===== config.mk =====
export PLATFORM = sky130hd
export DESIGN_NAME = mem_bus_arbiter
export DESIGN_NICKNAME = d
export VERILOG_FILES = /design/src/rtl/mem_bus_arbiter_pkg.sv /design/src/rtl/mem_bus_arbiter_pick.sv /design/src/rtl/mem_bus_arbiter.sv
export SDC_FILE = /design/constraint.sdc
export NUM_CORES = 1
export LEC_CHECK = 0
export CORE_ASPECT_RATIO = 0.5
export CORE_MARGIN = 8
export CORE_UTILIZATION = 60
export DETAILED_ROUTE_END_ITERATION = 16
export DONT_BUFFER_PORTS = 1
export PLACE_DENSITY = 0.76
export SYNTH_ARGS = -nofsm -noshare
export SYNTH_HDL_FRONTEND = slang
export SYNTH_SLANG_ARGS = --single-unit

===== constraint.sdc =====
create_clock -name clk -period 1.4 [get_ports clk]
set_clock_uncertainty 0.05 [all_clocks]
set_input_delay 0.21 -clock clk [delete_from_list [all_inputs] [get_ports clk]]
set_output_delay 0.21 -clock clk [all_outputs]
set_load 0.005 [all_outputs]

===== src/rtl/mem_bus_arbiter_pkg.sv =====
// Shared definitions for the 6502 memory bus arbiter: FSM state codes,
// transfer owner codes, default bus widths and the grant-window helper.
package mem_bus_arbiter_pkg;

  localparam int ADDR_W_DEF = 16;
  localparam int DATA_W_DEF = 8;

  // FSM state codes
  localparam logic ST_IDLE = 1'b0;
  localparam logic ST_BUSY = 1'b1;

  // Owner of the transfer currently on the bus
  localparam logic OWN_IF = 1'b0;
  localparam logic OWN_DX = 1'b1;

  // A new request may be accepted when the bus is idle or the current
  // transfer is completing this cycle.
  function automatic logic in_grant_window(input logic state, input logic mem_ready);
    return (state == ST_IDLE) || mem_ready;
  endfunction

endpackage


===== src/rtl/mem_bus_arbiter_pick.sv =====
// bus_arb_pick: combinational winner select between IF and DX, with the
// optional IF starvation guard (enabled by defining ARB_STARVE_GUARD_EN).
module bus_arb_pick #(
  parameter int STARVE_MAX = 4
) (
  input  logic clk,
  input  logic rst,
  input  logic window,
  input  logic if_req,
  input  logic if_flush,
  input  logic dx_req,
  output logic if_gnt,
  output logic dx_gnt
);

  logic force_if;

`ifdef ARB_STARVE_GUARD_EN
  localparam int CNT_W = $clog2(STARVE_MAX + 1);
  logic [CNT_W-1:0] starve_cnt;

  // IF wins the next grant once DX has been granted STARVE_MAX times in a row
  // while IF waited; a flushing IF cannot take a grant, so it does not force.
  assign force_if = (starve_cnt == CNT_W'(STARVE_MAX)) && if_req && !if_flush;

  // Count DX grants made while IF is waiting; clear on IF grant or no IF request
  always_ff @(posedge clk) begin
    if (rst) begin
      starve_cnt <= '0;
    end else if (if_gnt || !if_req) begin
      starve_cnt <= '0;
    end else if (dx_gnt && (starve_cnt != CNT_W'(STARVE_MAX))) begin
      starve_cnt <= starve_cnt + 1'b1;
    end
  end
`else
  logic unused_guard_inputs;
  assign unused_guard_inputs = clk ^ rst ^ (STARVE_MAX == 0);
  assign force_if = 1'b0;
`endif

  // DX has priority unless the starvation guard forces IF
  always_comb begin
    dx_gnt = window && dx_req && !force_if;
    if_gnt = window && if_req && !if_flush && (!dx_req || force_if);
  end

endmodule


===== src/rtl/mem_bus_arbiter.sv =====
// mem_bus_arbiter: shares the single 6502 memory bus between instruction
// prefetch (IF) and execute data access (DX). One transfer at a time, held
// through wait states; registered done strobes and read data per requester.
// Optional feature: define ARB_STARVE_GUARD_EN to bound consecutive DX grants
// while IF is waiting (STARVE_MAX).
module mem_bus_arbiter
  import mem_bus_arbiter_pkg::*;
#(
  parameter int ADDR_W     = ADDR_W_DEF,
  parameter int DATA_W     = DATA_W_DEF,
  parameter int STARVE_MAX = 4
) (
  input  logic              clk,
  input  logic              rst,
  input  logic              if_req,
  input  logic [ADDR_W-1:0] if_addr,
  input  logic              if_flush,
  output logic              if_gnt,
  output logic              if_done,
  output logic [DATA_W-1:0] if_rdata,
  input  logic              dx_req,
  input  logic              dx_we,
  input  logic [ADDR_W-1:0] dx_addr,
  input  logic [DATA_W-1:0] dx_wdata,
  output logic              dx_gnt,
  output logic              dx_done,
  output logic [DATA_W-1:0] dx_rdata,
  output logic              mem_en,
  output logic              mem_we,
  output logic [ADDR_W-1:0] mem_addr,
  output logic [DATA_W-1:0] mem_wdata,
  input  logic              mem_ready,
  input  logic [DATA_W-1:0] mem_rdata
);

  logic state;
  logic owner;
  logic if_kill;     // IF transfer in flight was flushed; drop its done
  logic window;
  logic complete;
  logic if_deliver;

  assign window   = !rst && in_grant_window(state, mem_ready);
  assign complete = (state == ST_BUSY) && mem_ready;
  assign mem_en   = (state == ST_BUSY);

  // An IF completion is reported only if no flush hit it, including this cycle
  assign if_deliver = complete && (owner == OWN_IF) && !if_kill && !if_flush;

  bus_arb_pick #(
    .STARVE_MAX(STARVE_MAX)
  ) u_pick (
    .clk      (clk),
    .rst      (rst),
    .window   (window),
    .if_req   (if_req),
    .if_flush (if_flush),
    .dx_req   (dx_req),
    .if_gnt   (if_gnt),
    .dx_gnt   (dx_gnt)
  );

  // FSM, bus registers, done strobes and read-data capture
  always_ff @(posedge clk) begin
    if (rst) begin
      state     <= ST_IDLE;
      owner     <= OWN_IF;
      if_kill   <= 1'b0;
      mem_we    <= 1'b0;
      mem_addr  <= '0;
      mem_wdata <= '0;
      if_done   <= 1'b0;
      dx_done   <= 1'b0;
      if_rdata  <= '0;
      dx_rdata  <= '0;
    end else begin
      if_done <= if_deliver;
      dx_done <= complete && (owner == OWN_DX);
      if (if_deliver) begin
        if_rdata <= mem_rdata;
      end
      if (complete && (owner == OWN_DX) && !mem_we) begin
        dx_rdata <= mem_rdata;
      end

      if (dx_gnt) begin
        state     <= ST_BUSY;
        owner     <= OWN_DX;
        if_kill   <= 1'b0;
        mem_we    <= dx_we;
        mem_addr  <= dx_addr;
        mem_wdata <= dx_wdata;
      end else if (if_gnt) begin
        state    <= ST_BUSY;
        owner    <= OWN_IF;
        if_kill  <= 1'b0;
        mem_we   <= 1'b0;
        mem_addr <= if_addr;
      end else begin
        if (complete) begin
          state  <= ST_IDLE;
          mem_we <= 1'b0;
        end
        if ((state == ST_BUSY) && (owner == OWN_IF) && if_flush) begin
          if_kill <= 1'b1;
        end
      end
    end
  end

endmodule


==> results of run 1 <==
## power by group
part           switching, mW  internal, mW
sequential            0.0659          1.39
combinational          0.118         0.124
clock                  0.408         0.534
## through the flow
step / area (um2) / hold WS (ps) / utilization, %
2_1_floorplan: 1880 / 236 / -
3_3_place_gp: 1930 / 231 / 64.5
3_5_place_dp: 1930 / 234 / 64.5
4_1_cts: 2170 / 0.758 / 72.6
5_1_grt: 2170 / 0.105 / 72.6
6_report: 2170 / 6.61 / 72.6
## how the worst max path moves through the flow
stage                        start                       end  cells after the start
3_3_place_gp   mem_en$_SDFFE_PP0P_  if_rdata[7]$_SDFFE_PP0P_                      5
4_1_cts        mem_en$_SDFFE_PP0P_                    if_gnt                      3
3_5_place_dp   mem_en$_SDFFE_PP0P_  if_rdata[6]$_SDFFE_PP0P_                      5
6_report       mem_en$_SDFFE_PP0P_                    dx_gnt                      4
2_1_floorplan  mem_en$_SDFFE_PP0P_      if_kill$_SDFFE_PP0P_                      5
5_1_grt        mem_en$_SDFFE_PP0P_                    dx_gnt                      4
## logic make-up (layout without fill, tap and decap cells)
| logic type | count (synthesis) | count (layout) | synth area share, % |
|---|---|---|---|
| buffers and inverters | 23 | 38 | 5.59 |
| and+or+nand+nor | 63 | 63 | 14.4 |
| AOI/OAI and AO/OA | 30 | 30 | 9.78 |
| DFF | 46 | 46 | 49.0 |
| muxes | 40 | 40 | 21.3 |
## layout make-up
type / count / area share (%)
Inverter: 11 / 1.90
Multi-Input combinational cell: 133 / 40.6
Timing Repair Buffer: 19 / 7.83
Sequential cell: 46 / 42.4
Clock inverter: 1 / 1.38
Tap cell: 40 / 2.30
Clock buffer: 7 / 3.51
## per-layer routing
metal	track usage, %	vias to the layer above
li1	-	708
met1	18.9	671
met2	29.4	74
met3	9.83	9
met4	7.05	0
met5	0	-
## timing repair
action	4_1_cts	5_1_grt
buffers inserted	1	0
setup endpoints to repair	1	4
pin swaps	1	1
cloned	0	0
endpoints found under the hold margin	18	1
hold buffers	10	1
gates resized for setup	6	1
## synthesized netlist by cell type (all sizes together), types with 2 or more instances
| master | number | share of area (%) |
|---|---|---|
| nand2 | 51 | 10 |
| dfxtp | 46 | 49 |
| mux2i | 40 | 21 |
| a21oi | 10 | 2.7 |
| inv | 10 | 2.0 |
| o21ai | 9 | 2.4 |
| o211ai | 8 | 3.2 |
| clkbuf | 7 | 1.4 |
| buf | 5 | 2.0 |
| nand2b | 2 | 0.67 |
| nor2b | 2 | 0.67 |
| nor4 | 2 | 0.67 |
## registers in the layout, summed over array words and instances, names as in the netlist
name,flops
if_done,1
owner,1
mem_we,1
mem_addr,16
dx_rdata,8
if_kill,1
dx_done,1
if_rdata,8
mem_wdata,8
mem_en,1
==> results, run 1 <==
- The total routed wirelength is between 4000 and 5000 um.
- The horizontal die dimension is 95.2 um.
- The instance count of the mapped netlist is between 200 and 250.
- The number of diodes added for antenna fixing is 0.
- The post-synthesis async set-or-reset flop share is 0%.
- Global routing consumed, over all layers together, approximately 18% of the routing resources.
- Measured against its own limit, the worst slew margin works out to between 70% and 80%.
- For the final routed database, the setup TNS stands at 0 ps.
- The maximum clock insertion buffer count is 2.
- The remaining number of nets flagged by the antenna check after routing is 0.
- The count of pins over their slew limit is 0.
- IR analysis of the VDD net gives a maximum drop of 776 uV.
- The tightest min-delay check is of the input pin to flip-flop type.
- The top-level I/O count is slightly above 100.
- The count of yosys warnings during synthesis is 0.
- Routability-driven placement finished with a final weighted congestion of between 0.8 and 0.9.
- The count of endpoints failing hold in the final timing report came to 0.
- The worst register-to-register path begins at mem_en$_SDFFE_PP0P_.
- The buffers plus inverters on the worst setup path is 2.
- Of the synthesized area, sequential elements account for around 49%.
- In this run, the number of DRC markers left after iteration 0 of detailed routing was 58.
- The total overflow left after global routing is 0.
- At the placement stage, the worst setup path has a slack of approximately 74 ps.
- The number of flops mapped to enable cells by yosys is 0.
- The number of setup violations in the final report is 0.
- From bottom edge to top edge, the die measures roughly 56 um.
- The die covers approximately 5300 um2.
- At the pin with the least slew margin, the transition time is slightly above 400 ps.
- TritonCTS built the clock tree.
- For this run, the leading register cell type out of synthesis is sky130_fd_sc_hd__dfxtp_1.
- After filler insertion, the fill cell instance count of the layout stands at around 230.
- The critical path goes through buf_4 > nand2b_1 > nand3_1 > inv_2.
- The clock input transition at the sequential cells of the worst setup and hold paths is 80 ps.
- Max-cap violations in this run came to 0.
- The number of H-tree levels is 2.
- The delay of the slowest critical-path stage is roughly 330 ps.
- The initial antenna violation count came to 0.
- STA puts the critical path data required time at 1140 ps.
- The area added between synthesis and finish is 15.6%.
- Routed signal wires occupy layers up through met4.
- The flow ran to the end, and the final reports show no timing, DRC or antenna violations.
- The largest delay contributor family on the critical path is flip-flops.
- Timing would allow up to ~730 MHz.
- After layout, the worst path uses a little under 100% of the clock period.
- Port buffering added 0 buffers.
- The analysis attributes to cell leakage a power of between 0.9 and 1 nW.
- In the post-route analysis, the smallest setup slack over all paths is ~23 ps.
- The starting density of the core is a little over three fifths.
- In the final layout, flip-flops and latches occupy about 900 um2.
- Including well taps, the total number of placed cells is between 200 and 250.
- Setup repair after global routing could not meet its margin everywhere.
- The wire length per cell after detailed routing is about 19 um.
- The library cells used most frequently in the layout, excluding fill and tap cells, are sky130_fd_sc_hd__nand2_1 (51), sky130_fd_sc_hd__dfxtp_1 (45), sky130_fd_sc_hd__mux2i_1 (40).
- After detailed routing, the number of remaining DRC violations is 0.
- The worst hold path startpoint is mem_rdata[6].
- The average via count per standard cell is 5.69.
- The first-pass GRT wire length is 7580 um.
- The detailed router placed roughly 1500 vias in this run.
- Synthesis inferred 46 register bits.
- For this design, the slowest cell found on the critical path is sky130_fd_sc_hd__dfxtp_2.
- The number of nets produced by synthesis is between 200 and 300.
- After detailed routing, the met3 layer carries between 600 and 700 um of wire.
- The maximum fanout encountered on the critical timing path is 6.
- The number of sinks driven by the clock tree is 46.
- The pin count of the biggest net entering global routing is 21.
- The worst setup path is of the flip-flop to output pin kind.
- In this run the power density over the cells is ~1200 nW/um2.
- The worst hold path was traced through 2 stages.
- The worst endpoint data arrival time is 1120 ps.
- The first detailed-routing pass took 4 iterations.
- Summed over all nets, wire length on met2 after detailed routing comes to around 2300 um.
- The overall power is 2.64 mW.
- The worst setup path is launched from a flip-flop.
- The initialized floorplan defines 14 standard-cell rows.
- The fraction of layout cells with a size suffix above 1 is a little under a tenth.
- The clock root buffer master is sky130_fd_sc_hd__clkbuf_8.
- The placeable core region is 3000 um2.
- The HPWL after detailed placement is ~3700 um.
- The worst setup path is captured at an output pin.
- The routed design could run at a clock period as short as 1380 ps.
- The finished layout holds 257 standard cells, fillers aside.
- The path with the worst hold slack has its endpoint at dx_rdata[6]$_SDFFE_PP0P_.
- The post-route met1 wirelength is ~1700 um.
- Dividing the synthesized area by the synthesized cell count gives about 9.3 um2.
- The number of global-route vias before repair is 1594.
- For flop-to-flop paths, the worst setup slack is 40 ps.
- Leaving out fill and tap cells, the most frequent cell in the layout is sky130_fd_sc_hd__nand2_1.
- The total standard cell area after synthesis is 1880 um2.
- The depth of the worst register-to-register path is 5.
- The synthesized netlist contains 24 unique library cells.
- The worst reg2reg path endpoint is if_rdata[6]$_SDFFE_PP0P_.
- For the worst-skew pair, the clock arrives at the later sink with an insertion delay of 290 ps.
- The area taken by multi-input logic gates is between 800 and 900 um2.
- For this run, the post-layout net count is 271.
- Buffers inserted during clock tree synthesis total 5.
(Power assumes the default switching activity.)
==> run 2: changes to the inputs <==
--- a/config.mk
+++ b/config.mk
@@ -13,4 +13,5 @@
 export PLACE_DENSITY = 0.76
 export SYNTH_ARGS = -nofsm -noshare
 export SYNTH_HDL_FRONTEND = slang
+export SYNTH_HIERARCHICAL = 1
 export SYNTH_SLANG_ARGS = --single-unit
==> run 2 against run 1 <==
  * The flow now finishes with violations (negative setup slack)
  * Sequential power is 3% lower
  * Hold slack gained 2.2 ps
  * Global-route usage is 0.61 points lower
  * Final area is 12% higher
  * Routed wire length grew 5.3%
  * Power shrank 4.6%
  * Critical path type unchanged
  * Critical endpoint unchanged
  * Highest routed layer unchanged
==> results, run 2 <==
- Yosys mapped a number of flops with a built-in enable equal to 0.
- The number of nets in the finished design is around 270.
- At the end of the flow the core is filled with cells to about 79%.
- The slew at the pin closest to its max-slew limit is approximately 380 ps.
- The library cell with the highest instance count after synthesis is sky130_fd_sc_hd__dfxtp_1.
- The slack of the worst reg-to-reg path is -320 ps.
- The wire length per cell after detailed routing is between 20 and 25 um.
- In the synthesized netlist, the number of instances is between 150 and 200.
- Clock tree synthesis found a total of 46 sinks.
- The clock root buffer master is sky130_fd_sc_hd__clkbuf_8.
- The source-to-sink clock delay at the later pin of the worst-skew pair is between 200 and 300 ps.
- The total overflow left after global routing is 0.
- Global routing used around 17% of the available tracks across all layers.
- The part of the cycle the worst path needs is 123%.
- The initial utilization of the core area, before any placement, comes to between 60 and 70%.
- The cell accounting for the most synthesized area is sky130_fd_sc_hd__dfxtp_1.
- The count of pins over their slew limit came to 0.
- The first-pass iteration count of the detailed router is 4.
- After the first detailed-routing iteration, the DRC count stood at 64.
- The HPWL after detailed placement is roughly 3200 um.
- Pin placement for this block handled between 100 and 150 I/O pins.
- The count of endpoints failing hold in the final timing report is 0.
- In this run the horizontal extent of the chip is between 90 and 100 um.
- The repair_antennas step left the layout with diodes totalling 0.
- With fillers left out, the area of the finished cells amounts to roughly 2400 um2.
- The worst endpoint data arrival time is 1460 ps.
- In the layout the commonest cells are sky130_fd_sc_hd__dfxtp_1 (45), sky130_fd_sc_hd__mux2i_1 (30), sky130_fd_sc_hd__nor2_1 (25).
- The register with the most flip-flops in the layout has 16 of them.
- The count of yosys warnings during synthesis is 6.
- The run finished, with violations left.
- The clock buffer count from CTS is 5.
- From bottom edge to top edge, the die measures 56.5 um.
- The worst path in the final design needs a cycle of between 1500 and 2000 ps, including I/O delays and setup.
- Timing analysis after detailed placement gives a worst setup slack of -242 ps.
- The cell with the largest stage delay on the worst path is sky130_fd_sc_hd__dfxtp_2.
- The remaining number of nets flagged by the antenna check after routing is 0.
- The clock input transition at the sequential cells of the worst setup and hold paths is around 70 ps.
- The least setup slack across all paths after layout is -322 ps.
- Traced cell by cell, the critical path runs through nand2b_4 > nor2b_4 > buf_4 > buf_6 > buf_6 > and2_4 > buf_12.
- Summing over every cut layer, the via total after detailed routing is around 1400.
- Of the cells placed in the final design, the portion with a size suffix greater than 1 is approximately a quarter.
- The critical path's most frequent cell is sky130_fd_sc_hd__buf_6.
- Along the worst path, the maximum fanout reaches 6.
- The post-synthesis async set-or-reset flop share is 0%.
- The type of element launching the critical path is a flip-flop.
- Setup repair after global routing could not meet its margin everywhere.
- The cell total after placement is 227.
- The setup TNS is -7570 ps.
- The total of flip-flops plus latches after synthesis is 46.
- The most common cell after layout, fill and taps aside is sky130_fd_sc_hd__dfxtp_1.
- The number of rows in the core area is 14.
- The total routed wirelength is just over 5000 um.
- The total die area is 5480 um2.
- By count the netlist is led by sky130_fd_sc_hd__dfxtp_1 (46), sky130_fd_sc_hd__mux2i_1 (32), sky130_fd_sc_hd__nor2_1 (26).
- The number of nets produced by synthesis is 247.
- At the worst endpoint, the required time is between 1000 and 1500 ps.
- The share of synthesized area occupied by flip-flops and latches is a little under half.
- In the routed design, unresolved DRC markers number 0.
- The total power divided by cell area is just over 1000 nW/um2.
- The tightest min-delay check is of the input pin to flip-flop type.
- The design draws approximately 2.5 mW.
- The final reports fail on negative setup slack.
- Setup violations remaining at the end of the flow were counted as 30.
- The register with the most flip-flops in the final layout is mem_addr.
- The flip-flop cell with the highest count after synthesis is sky130_fd_sc_hd__dfxtp_1.
- The clock passes through at most 2 buffers.
- The tightest hold path in the finished design has a slack of a little under 9 ps.
- The number of distinct library cell variants in the gate-level netlist after synthesis is 23.
- For this run, the slowest stage of the critical path takes 350 ps.
- The total standard cell area after synthesis is approximately 2000 um2.
- TritonCTS built the clock tree.
- The worst setup path is captured at an output pin.
- The number of H-tree levels is 2.
- At the end of routability-driven placement, the weighted congestion stood at about 0.7.
- The highest ir drop seen on vdd is approximately 670 uV.
- Dividing the synthesized area by the synthesized cell count gives 10.2 um2.
- The tool flagged a number of max-cap violations equal to 0.
- In this run the biggest area consumer among cell types represents between 40 and 50% of the synthesized area.
- Ranked by total cell area, the synthesized netlist is headed by sky130_fd_sc_hd__dfxtp_1 (47%), sky130_fd_sc_hd__mux2i_1 (16%), sky130_fd_sc_hd__nand2b_1 (5.4%).
- The initial antenna violation count is 0.
- The pin count of the biggest net entering global routing is 39.
- For this design the static power due to leakage is 0.932 nW.
- The number of global-route vias before repair is 1492.
- Once layout is complete, the cells apart from fillers number approximately 250.
- Using the TritonRoute via totals, the vias-per-cell ratio works out to 5.66.
- The number of input and output port buffers inserted is 0.
- From synthesis to final layout, the design area changed by 23.4%.
- The tightest slew margin relative to the limit is between 70% and 80%.
- The placeable core region is between 3000 and 4000 um2.
- The placed cell area is 2010 um2.
- The first global-routing pass estimated approximately 7800 um of wire.
- The critical path is of the flip-flop to output pin type.
- The highest clock rate is 581 MHz.
run 2: cell count changes in the layout (fill, tap and decap cells not counted), sizes merged, moves of 6 or more:
cell         delta
nand2          -33
nor2           +25
mux2           +16
nand2b         +15
buf            +13
inv             -9
o21ai           -9
mux2i           -8
o211ai          -8
dlygate4sd3     -6
run 2: per-layer routing:
layer / vias up / wire length, um / GRT usage (%)
li1: 685 / - / -
met3: 4 / 553 / 11.0
met2: 61 / 2510 / 29.2
met5: - / 0 / 0
met1: 677 / 1960 / 18.3
met4: 0 / 27 / 3.25
run 2: cells by family after synthesis:
group | count (synthesis) | synth area share (%)
flip-flops | 46 | 46.8
AO/OA/AOI/OAI | 12 | 3.12
buffers and inverters | 15 | 5.22
AND/OR/NAND/NOR | 71 | 18.1
multiplexers | 48 | 26.8
run 2: critical path: cells and delay by family (launching register included):
kind                   cells  cell delay [ps]
and+or+nand+nor            3              370
DFF                        1              350
buffers and inverters      4              460
run 2: what timing repair did:
action,in CTS,in global routing
hold buffers,5,1
buffers inserted,6,4
hold endpoints to repair,38,1
setup endpoints to repair,22,30
gates cloned,4,1
gates resized for setup,19,11
pin swaps,8,12
run 2: path summary, 6_finish.rpt:
check | startpoint | cells past startpoint | endpoint
setup / recovery | mem_en$_SDFFE_PP0P_ | 7 | dx_gnt
hold / removal | mem_rdata[1] | 2 | dx_rdata[1]$_SDFFE_PP0P_
setup reg to reg | mem_en$_SDFFE_PP0P_ | 10 | mem_we$_SDFFE_PP0P_
hold reg to reg | dx_rdata[4]$_SDFFE_PP0P_ | 2 | dx_rdata[4]$_SDFFE_PP0P_
run 2: final cells by class:
type	count	area, um2
clock buffer	6	82.6
fill	195	638
inverter	2	7.51
multi-input combinational	131	1010
sequential	46	922
tap	40	50.0
timing repair buffer	27	357
run 2: power breakdown:
part	switching, mW	internal [mW]	leakage, nW
clock	0.387	0.381	0.0431
sequential	0.0435	1.36	0.375
combinational	0.132	0.211	0.514
total	0.563	1.95	0.932
